--- src/rtl/vga_pkg.sv ---
`default_nettype none
// ============================================================================
// Module   : vga_pkg
// Brief    : Shared VGA types and constants for the frame-reader path.
// Revision : 1.0 - initial release
// ============================================================================
package vga_pkg;

   localparam int H_ACTIVE = 640;
   localparam int V_ACTIVE = 480;

   typedef logic [23:0] pixel_t;

   typedef enum logic [1:0] {
      IDLE  = 2'd0,
      FETCH = 2'd1,
      DRAIN = 2'd2
   } reader_state_t;

   localparam pixel_t COLOR_BLACK = 24'h00_0000;

endpackage
`default_nettype wire

--- src/rtl/vga_frame_reader_word_fifo.sv ---
`default_nettype none
// ============================================================================
// Module   : word_fifo
// Brief    : Small synchronous show-ahead FIFO with flush.
// Revision : 1.0 - initial release
// ============================================================================
module word_fifo #(
   parameter int WIDTH = 32,
   parameter int DEPTH = 2
) (
   input  logic                         clk,
   input  logic                         reset,
   input  logic                         flush,
   input  logic                         push,
   input  logic [WIDTH-1:0]             push_data,
   input  logic                         pop,
   output logic [WIDTH-1:0]             pop_data,
   output logic                         full,
   output logic                         empty,
   output logic [$clog2(DEPTH+1)-1:0]   count
);

   localparam int c_aw = (DEPTH > 1) ? $clog2(DEPTH) : 1;
   localparam int c_cw = $clog2(DEPTH + 1);

   logic [WIDTH-1:0] r_mem [DEPTH];
   logic [c_aw-1:0]  r_wr_ptr;
   logic [c_aw-1:0]  r_rd_ptr;
   logic [c_cw-1:0]  r_count;
   logic             w_push;
   logic             w_pop;

   function automatic logic [c_aw-1:0] next_ptr(input logic [c_aw-1:0] p);
      return (p == c_aw'(DEPTH - 1)) ? '0 : p + 1'b1;
   endfunction

   assign empty    = (r_count == '0);
   assign full     = (r_count == c_cw'(DEPTH));
   assign count    = r_count;
   assign pop_data = r_mem[r_rd_ptr];

   // A full FIFO still accepts a push when the head leaves in the same cycle.
   assign w_pop  = pop && !empty;
   assign w_push = push && (!full || w_pop);

   always_ff @(posedge clk) begin
      if (w_push) begin
         r_mem[r_wr_ptr] <= push_data;
      end
   end

   always_ff @(posedge clk) begin
      if (reset || flush) begin
         r_wr_ptr <= '0;
         r_rd_ptr <= '0;
         r_count  <= '0;
      end else begin
         if (w_push) begin
            r_wr_ptr <= next_ptr(r_wr_ptr);
         end
         if (w_pop) begin
            r_rd_ptr <= next_ptr(r_rd_ptr);
         end
         case ({w_push, w_pop})
            2'b10:   r_count <= r_count + 1'b1;
            2'b01:   r_count <= r_count - 1'b1;
            default: r_count <= r_count;
         endcase
      end
   end

endmodule
`default_nettype wire

--- src/rtl/vga_frame_reader.sv ---
`default_nettype none
// ============================================================================
// Module   : vga_frame_reader
// Brief    : Prefetches the grayscale frame from dmem and serves 24-bit pixels.
// Revision : 1.0 - initial release
// ============================================================================
module vga_frame_reader
   import vga_pkg::*;
#(
   parameter int          IMG_W      = 256,
   parameter int          IMG_H      = 256,
   parameter logic [31:0] BASE_ADDR  = 32'h0000_0100,
   parameter int          FIFO_DEPTH = 2
) (
   input  logic        clk,
   input  logic        reset,
   input  logic        frame_start,
   input  logic [9:0]  next_x,
   input  logic [9:0]  next_y,
   input  logic        pix_req,
   output logic        mem_rd_en,
   output logic [31:0] mem_addr,
   input  logic [31:0] mem_rdata,
   output logic [23:0] pixel_color,
   output logic        underrun
);

   localparam int          c_total_words = IMG_W * IMG_H / 4;
   localparam int          c_cnt_w       = $clog2(c_total_words) + 1;
   localparam int          c_fcw         = $clog2(FIFO_DEPTH + 1);
   localparam logic [31:0] c_img_w       = 32'(IMG_W);
   localparam logic [31:0] c_img_h       = 32'(IMG_H);
   localparam logic [31:0] c_depth       = 32'(FIFO_DEPTH);
   localparam logic [c_cnt_w-1:0] c_total = c_cnt_w'(c_total_words);

   reader_state_t      r_state;
   logic [c_cnt_w-1:0] r_words;
   logic               r_inflight;
   logic [1:0]         r_lane;

   logic [31:0]        w_head;
   logic               w_full;
   logic               w_empty;
   logic [c_fcw-1:0]   w_count;
   logic               w_in_image;
   logic               w_serve;
   logic               w_pop;
   logic               w_push;
   logic [7:0]         w_byte;

   assign w_in_image = (32'(next_x) < c_img_w) && (32'(next_y) < c_img_h);

   // The read in flight is counted against the depth so a response always has room.
   assign mem_rd_en = (r_state == FETCH) && (r_words < c_total) && !w_full &&
                      ((32'(w_count) + 32'(r_inflight)) < c_depth);

   assign w_serve = pix_req && w_in_image && !w_empty && !frame_start;
   assign w_pop   = w_serve && (r_lane == 2'd3);
   assign w_push  = r_inflight && !frame_start;
   assign w_byte  = w_head[{r_lane, 3'b000} +: 8];

   word_fifo #(
      .WIDTH (32),
      .DEPTH (FIFO_DEPTH)
   ) u_fifo (
      .clk       (clk),
      .reset     (reset),
      .flush     (frame_start),
      .push      (w_push),
      .push_data (mem_rdata),
      .pop       (w_pop),
      .pop_data  (w_head),
      .full      (w_full),
      .empty     (w_empty),
      .count     (w_count)
   );

   always_ff @(posedge clk) begin
      if (reset) begin
         r_state     <= IDLE;
         r_words     <= '0;
         r_inflight  <= 1'b0;
         r_lane      <= 2'd0;
         mem_addr    <= BASE_ADDR;
         pixel_color <= COLOR_BLACK;
         underrun    <= 1'b0;
      end else if (frame_start) begin
         // Clearing r_inflight drops whatever response is still on its way.
         r_state     <= FETCH;
         r_words     <= '0;
         r_inflight  <= 1'b0;
         r_lane      <= 2'd0;
         mem_addr    <= BASE_ADDR;
         pixel_color <= COLOR_BLACK;
      end else begin
         r_inflight <= mem_rd_en;
         if (mem_rd_en) begin
            mem_addr <= mem_addr + 32'd4;
            r_words  <= r_words + 1'b1;
         end

         if (pix_req) begin
            if (!w_in_image) begin
               pixel_color <= COLOR_BLACK;
            end else if (w_empty) begin
               pixel_color <= COLOR_BLACK;
               underrun    <= 1'b1;
            end else begin
               pixel_color <= {w_byte, w_byte, w_byte};
               r_lane      <= r_lane + 2'd1;
            end
         end

         case (r_state)
            IDLE:    r_state <= IDLE;
            FETCH:   if (r_words == c_total) r_state <= DRAIN;
            DRAIN:   if (w_empty && !r_inflight) r_state <= IDLE;
            default: r_state <= IDLE;
         endcase
      end
   end

endmodule
`default_nettype wire

--- config.mk ---
export PLATFORM = sky130hd
export DESIGN_NAME = vga_frame_reader
export DESIGN_NICKNAME = d
export VERILOG_FILES = /design/src/rtl/vga_pkg.sv /design/src/rtl/vga_frame_reader_word_fifo.sv /design/src/rtl/vga_frame_reader.sv
export SDC_FILE = /design/constraint.sdc
export NUM_CORES = 1
export LEC_CHECK = 0
export CAP_MARGIN = 20
export CORE_MARGIN = 5
export CORE_UTILIZATION = 25
export CTS_CLUSTER_DIAMETER = 60
export DETAILED_ROUTE_END_ITERATION = 12
export HOLD_SLACK_MARGIN = 0.1
export PLACE_DENSITY = 0.42
export RECOVER_POWER = 25
export SYNTH_ARGS = -nofsm -noshare
export SYNTH_HDL_FRONTEND = slang
export SYNTH_HIERARCHICAL = 1
export SYNTH_SLANG_ARGS = --single-unit
export TNS_END_PERCENT = 30
--- constraint.sdc ---
create_clock -name clk -period 4.7 [get_ports clk]
set_input_delay 0.94 -clock clk [delete_from_list [all_inputs] [get_ports clk]]
set_output_delay 0.94 -clock clk [all_outputs]
set_load 0.005 [all_outputs]
; ---- Word-level counts from Yosys, hierarchy flattened
; Memories as Yosys holds them, arrays and structs flattened. A register that Yosys moved wholly into a read port is not among the register bits.
; Cells that the tools add are included.
[totals]
output_inout_bits = 58
input_bits = 56
regBits = 81
wordCells = 76
ramBits = 64
memories = 1
[op_classes]
n_mux = 13
bitwise = 2
n_reduce_logical = 25
n_shift = 1
order_cmp = 4
add_sub_neg = 8
n_eq_ne = 11
[mem_list]
columns = memory, words, width, read_ports, rd_clocked_by_memory_dff, write_ports, line_no
row1 = u_fifo.r_mem, 2, 32, 1, 1, 1, vga_frame_reader_word_fifo.sv:26  ; logic [WIDTH-1:0] r_mem [DEPTH];
[op_table]
columns = op, n
row1 = $mux 24, 2
row2 = $add 32x3->32 const B, 1
row3 = $shiftx 32x6->8, 1
row4 = $lt 10x9->1 const B, 2
row5 = $add 15x1->15 const B, 1
row6 = $eq 15x15->1 const B, 1
row7 = $lt 15x15->1 const B, 1
row8 = $logic_and 1x1->1, 12
row9 = $eq 2x2->1 const B, 4
row10 = $pmux 2 s2, 2
row11 = $mux 1, 7
row12 = $add 2x1->2 const B, 2
row13 = $eq 2x1->1 const B, 2
row14 = $logic_not 1->1, 4
row15 = $mux 2, 2
row16 = $reduce_and 2->1, 2
row17 = $reduce_and 4->1, 1
row18 = $add 2x1->3, 1
row19 = $lt 3x2->1 const B, 1
row20 = $ne 3x2->1 const B, 1
row21 = $ne 3x3->1 const B, 1
row22 = $reduce_and 3->1, 1
row23 = $add 1x1->1 const B, 2
row24 = $logic_not 2->1, 1
row25 = 7 further kinds, 9

; ---- Longest topological paths before layout
[depth]
word_depth = 11
mapped_depth = 8
mapped_depth_nobuf = 7

; ---- Modules after synthesis
; Netlist, hierarchy kept.
[by_module_without_submodules]
columns = mod, area_per_inst_um2, instances, seq_area_each_um2, cells_each
row1 = vga_frame_reader, 3181.8, 1, 1181.1, 375
row2 = word_fifo, 2578.7, 1, 2021.9, 132

; ---- Worst setup path before layout
; OpenSTA, ideal clock, no wires.
[synth_path]
path_kind = input-to-reg
startpoint = input port next_x[9]
endpoint = memory u_fifo.r_mem[0][0] (enable)
setup_slack_ns = 0.674
path_buffers = 1
required_time_ns = 4.279
stages = 6
arrival_ns = 3.605
path_cell_list = or4_1 -> nor3_2 -> buf_2 -> and3b_1 -> o21ai_2 -> nor2_1
[synth_via]
elab_chain_len = 11
[synth_rtl]
columns = item, line_no
row1 = "start, declared", vga_frame_reader.sv:18  ; input logic [9:0] next_x,
row2 = $lt 10x9->1, vga_frame_reader.sv:51  ; assign w_in_image = (32'(next_x) < c_img_w) && (32'(next_y) < c_img_h);
row3 = $logic_and 1x1->1, vga_frame_reader.sv:51
row4 = $logic_and 1x1->1 (3 in series), vga_frame_reader.sv:57  ; assign w_serve = pix_req && w_in_image && !w_empty && !frame_start;
row5 = $logic_and 1x1->1, vga_frame_reader.sv:58  ; assign w_pop = w_serve && (r_lane == 2'd3);
row6 = named net w_pop, vga_frame_reader.sv:47  ; logic w_pop;
row7 = $logic_and 1x1->1, vga_frame_reader_word_fifo.sv:43  ; assign w_pop = pop && !empty;
row8 = $logic_or 1x1->1, vga_frame_reader_word_fifo.sv:44  ; assign w_push = push && (!full || w_pop);
row9 = $logic_and 1x1->1, vga_frame_reader_word_fifo.sv:44
row10 = $mux 1, vga_frame_reader_word_fifo.sv:47  ; if (w_push) begin
row11 = $mux 1 (not written as such), vga_frame_reader_word_fifo.sv:48  ; r_mem[r_wr_ptr] <= push_data;
row12 = "end, declared", vga_frame_reader_word_fifo.sv:26
; The timed path passes the listed nets, and every way through them passes these cells.

; ---- Worst setup path in the final report
[layout_path]
startpoint = register u_fifo.r_count[0], in the netlist u_fifo/count[0]
endpoint = output port mem_rd_en
[layout_via]
elab_chain_len = 4
elab_cells_between_ends = 6
[layout_rtl]
columns = item, line_no
row1 = "start, declared", vga_frame_reader_word_fifo.sv:29  ; logic [c_cw-1:0] r_count;
row2 = "start signal, assigned", vga_frame_reader_word_fifo.sv:65  ; 2'b10: r_count <= r_count + 1'b1;
row3 = "start signal, assigned", vga_frame_reader_word_fifo.sv:66  ; 2'b01: r_count <= r_count - 1'b1;
row4 = "start signal, assigned", vga_frame_reader_word_fifo.sv:67  ; default: r_count <= r_count;
row5 = $eq 2x2->1, vga_frame_reader_word_fifo.sv:38  ; assign full = (r_count == c_cw'(DEPTH));
row6 = named net w_full, vga_frame_reader.sv:42  ; logic w_full;
row7 = $logic_not 1->1, vga_frame_reader.sv:54  ; assign mem_rd_en = (r_state == FETCH) && (r_words < c_total) && !w_full &&
row8 = $logic_and 1x1->1 (2 in series), vga_frame_reader.sv:54
row9 = "end, declared", vga_frame_reader.sv:21  ; output logic mem_rd_en,
; The timed path passes the listed nets, and every way through them passes these cells.

==> qor_table.md <==
| Step | Result | This run |
| --- | --- | --- |
| synth | Post-synth top area cell | edfxtp_1 |
| floorplan | Die width | 162 um |
| detailed routing | Total vias in the final route | 4162 |
| setup path | Critical Path AT | 2320 ps |
| floorplan | Die extent in y | 162 um |
| timing | Final number of setup-violating endpoints | 0 |
| layout | Count of non-filler cells in the finished layout | 885 |
| timing | RSZ-0062 raised after global routing | false |
| worst hold path | Min-delay worst type | reg -> reg |
| detailed routing | Average routed wire per standard cell | 15.5 um |
| clock tree | Post-CTS resize count | 0 |
| grt | Number of antenna violations at the first check in global routing | 0 |
| power | Total power divided by cell area | 355 nW/um^2 |
| grt | Via count of the first global-routing pass | 4265 |
| timing | Setup clock skew after layout | 8.98 ps |
| clock tree | Clock transition at the registers of the reported paths | 60 ps |
| clock tree | Number of buffers created by CTS | 17 |
| synth | Top cells by instance count after synthesis | dfxtp_1, edfxtp_1, nand2_1 |
| timing | Maximum operating frequency | 307 MHz |
| synth | Fraction of post-synthesis cell area in the top cell type by area | 33.4% |
| run | Max-cap viol count | 0 |
| floorplan | Die Footprint | 26200 um^2 |
| clock tree | CTS tree | done |
| timing | Post-route clock period utilization | 69.3% |
| clock tree | Hold bufs inserted after CTS | 0 |
| setup path | Startpoint-to-endpoint class of the critical path | reg -> out |
| power | Highest ir drop seen on vdd | 0.192 mV |
| run status | Status | finished clean |
| clock tree | Number of buffers added for setup after CTS | 0 |
| detailed routing | Count of routing violations after the opening detailed-route iteration | 210 |
| grt | Aggregate global-route resource usage | 10.8% |
| clock tree | Clock root buffer master | clkbuf_16 |
| detailed routing | First-pass iteration count of the detailed router | 5 |
| floorplan | Number of top-level pins | 114 |
| detailed routing | Sum of routed wire length over all layers | 13.7 mm |
| synth | Number of flip-flops and latches in the synthesized netlist | 128 |
| timing | Total count of max-transition violations in the final report | 0 |
| detailed routing | Via density | 4.70 |
| synth | Yosys warning total | 6 |
| synth | Sequential area share after synthesis | 55.6% |
| synth | Post-synthesis cell type count | 49 |
| placed design | Half-perimeter wire length of the detailed placement result | 9.14 mm |
| placed design | Placed cell areas | 6880 um^2 |
| timing | Measured slew at the worst slew-check pin | 844 ps |
| synth | Syn Area/Cell | 11.4 um^2 |
| layout | Layout-stage area growth over the synthesis result | 30.3% |
| synth | Dominant cells by area after synthesis | edfxtp_1, dfxtp_1, mux2_2 |
| floorplan | Starting utilization of the core area | 25.4% |
| synth | Post-synthesis instance area | 5760 um^2 |
| placed design | Final RePlAce weighted congestion | 0.776 |
| clock tree | Number of H-tree levels | 4 |
| detailed routing | Number of routed nets with antenna violations | 0 |
| grt | First-pass GRT wire length | 22.5 mm |
| timing | Slew margin rel. | 43.7% |
| setup path | CP startpoint kind | flip-flop |
| layout | Net total in the final layout | 647 |
| layout | Share of layout cells above drive strength 1 | 15.3% |
| clock tree | Clock Sinks | 128 |
| grt | Total congestion overflow after global routing | 0 |
| setup path | Critical path fanouts, max | 8 |
| timing | Final-report hold violation count | 0 |
| grt | Pin count of the biggest net entering global routing | 38 |
| power | Leakage power total | 2.36 nW |
| floorplan | Site row count | 55 |
| synth | Post-synth EDFFs | 64 |
| placed design | PortBufs | 95 |
| synth | Primary FF master, synth | edfxtp_1 |
| layout | Antenna cell count | 0 |
| clock tree | Buffers from clock root to sink, at most | 2 |
| synth | Async SR Flop Fraction | 0% |
| layout | Number of filler cells placed in the layout | 2274 |
| timing | Setup TNS Final | 0 ps |
| synth | Gate count of the mapped netlist | 507 |
| setup path | Required arrival time at the worst endpoint | 3760 ps |
| layout | Cell area after layout | 7510 um^2 |
| floorplan | Core Area | 22600 um^2 |
| clock tree | Clock latency reported for the late side of the worst-skew pair | 420 ps |
| detailed routing | Number of remaining DRC errors | 0 |
| setup path | Kind of end point of the critical path | primary output |
| placed design | Placed Instances | 853 |
| timing | Tmin final | 3260 ps |
## through the flow
stage          utilization [%]  hold slack [ps]  setup WS (ps)  total power, mW
2_1_floorplan                -              460            674             1.24
3_3_place_gp              30.4              463           1090             1.29
3_5_place_dp              30.4              472           1060             1.30
4_1_cts                   33.2              484           1420             2.70
5_1_grt                   33.2              497           1250             2.76
6_report                  33.2              483           1440             2.66
## critical path, stage by stage, from the launching register on
cell	delay, ps
dfxtp_1	470
nand2b_2	190
inv_1	70
nor3_4	290
nand3_2	110
inv_1	220
clkdlybuf4s50_1	550
## layout by cell type (no fill, tap or decap), types with 19 or more instances in the layout
master and count:
or3_1 25, a21oi_1 32, clkdlybuf4s50_1 64, edfxtp_1 64, mux2_2 30, nor4_1 20, dlygate4sd3_1 31, nand2_1 60
dfxtp_1 64, nor2_1 19
## registers in the layout, indices dropped and copies added (netlist names), named ones only
signal / flops
u_fifo/r_mem: 64
mem_addr: 30
r_words: 15
pixel_color: 8
r_lane: 2
r_state: 2
u_fifo/count: 2
r_inflight: 1
u_fifo/r_rd_ptr: 1
u_fifo/r_wr_ptr: 1
underrun: 1
## report_power, final
group	internal [mW]	switching [mW]
Clock	0.855	0.541
Combinational	0.0410	0.0443
Sequential	1.18	0.00300
Total	2.07	0.588
## layer usage
layer	wire length, um	GRT usage, %
met3	730	3.70
met1	6340	13.3
met4	115	3.08
met5	0	0
met2	6530	18.1
## layout make-up
| type | count | area (um^2) | area share (%) |
|---|---|---|---|
| clock inverter | 15 | 201 | 2.68 |
| sequential | 128 | 3200 | 42.7 |
| clock buffer | 17 | 425 | 5.67 |
| multi-input combinational | 326 | 2270 | 30.2 |
| timing repair buffer | 103 | 1010 | 13.5 |
| inverter | 11 | 41.3 | 0.550 |
| tap | 285 | 357 | 4.75 |
## path summary, 6_finish.rpt
check	start	cells after the start	end	slack, ps
setup / recovery	u_fifo/count[0]	6	mem_rd_en	1440
hold / removal	mem_addr[29]	2	mem_addr[29]	480
setup reg to reg	u_fifo/count[0]	6	mem_addr[15]	2280
hold reg to reg	mem_addr[29]	2	mem_addr[29]	480
## kinds of logic (layout without fill, tap and decap cells)
kind of cell | after synthesis | after routing | share of synthesized area (%)
and+or+nand+nor | 191 | 191 | 18.0
DFF | 128 | 128 | 55.6
AOI/OAI and AO/OA | 64 | 64 | 6.60
muxes | 58 | 58 | 12.6
buffers and inverters | 54 | 146 | 5.19
xor gates and xnor gates | 7 | 7 | 1.06
adders and majority gates | 4 | 4 | 0.869
other | 1 | 2 | 0.0651
Power figures use the tool's default switching activity.
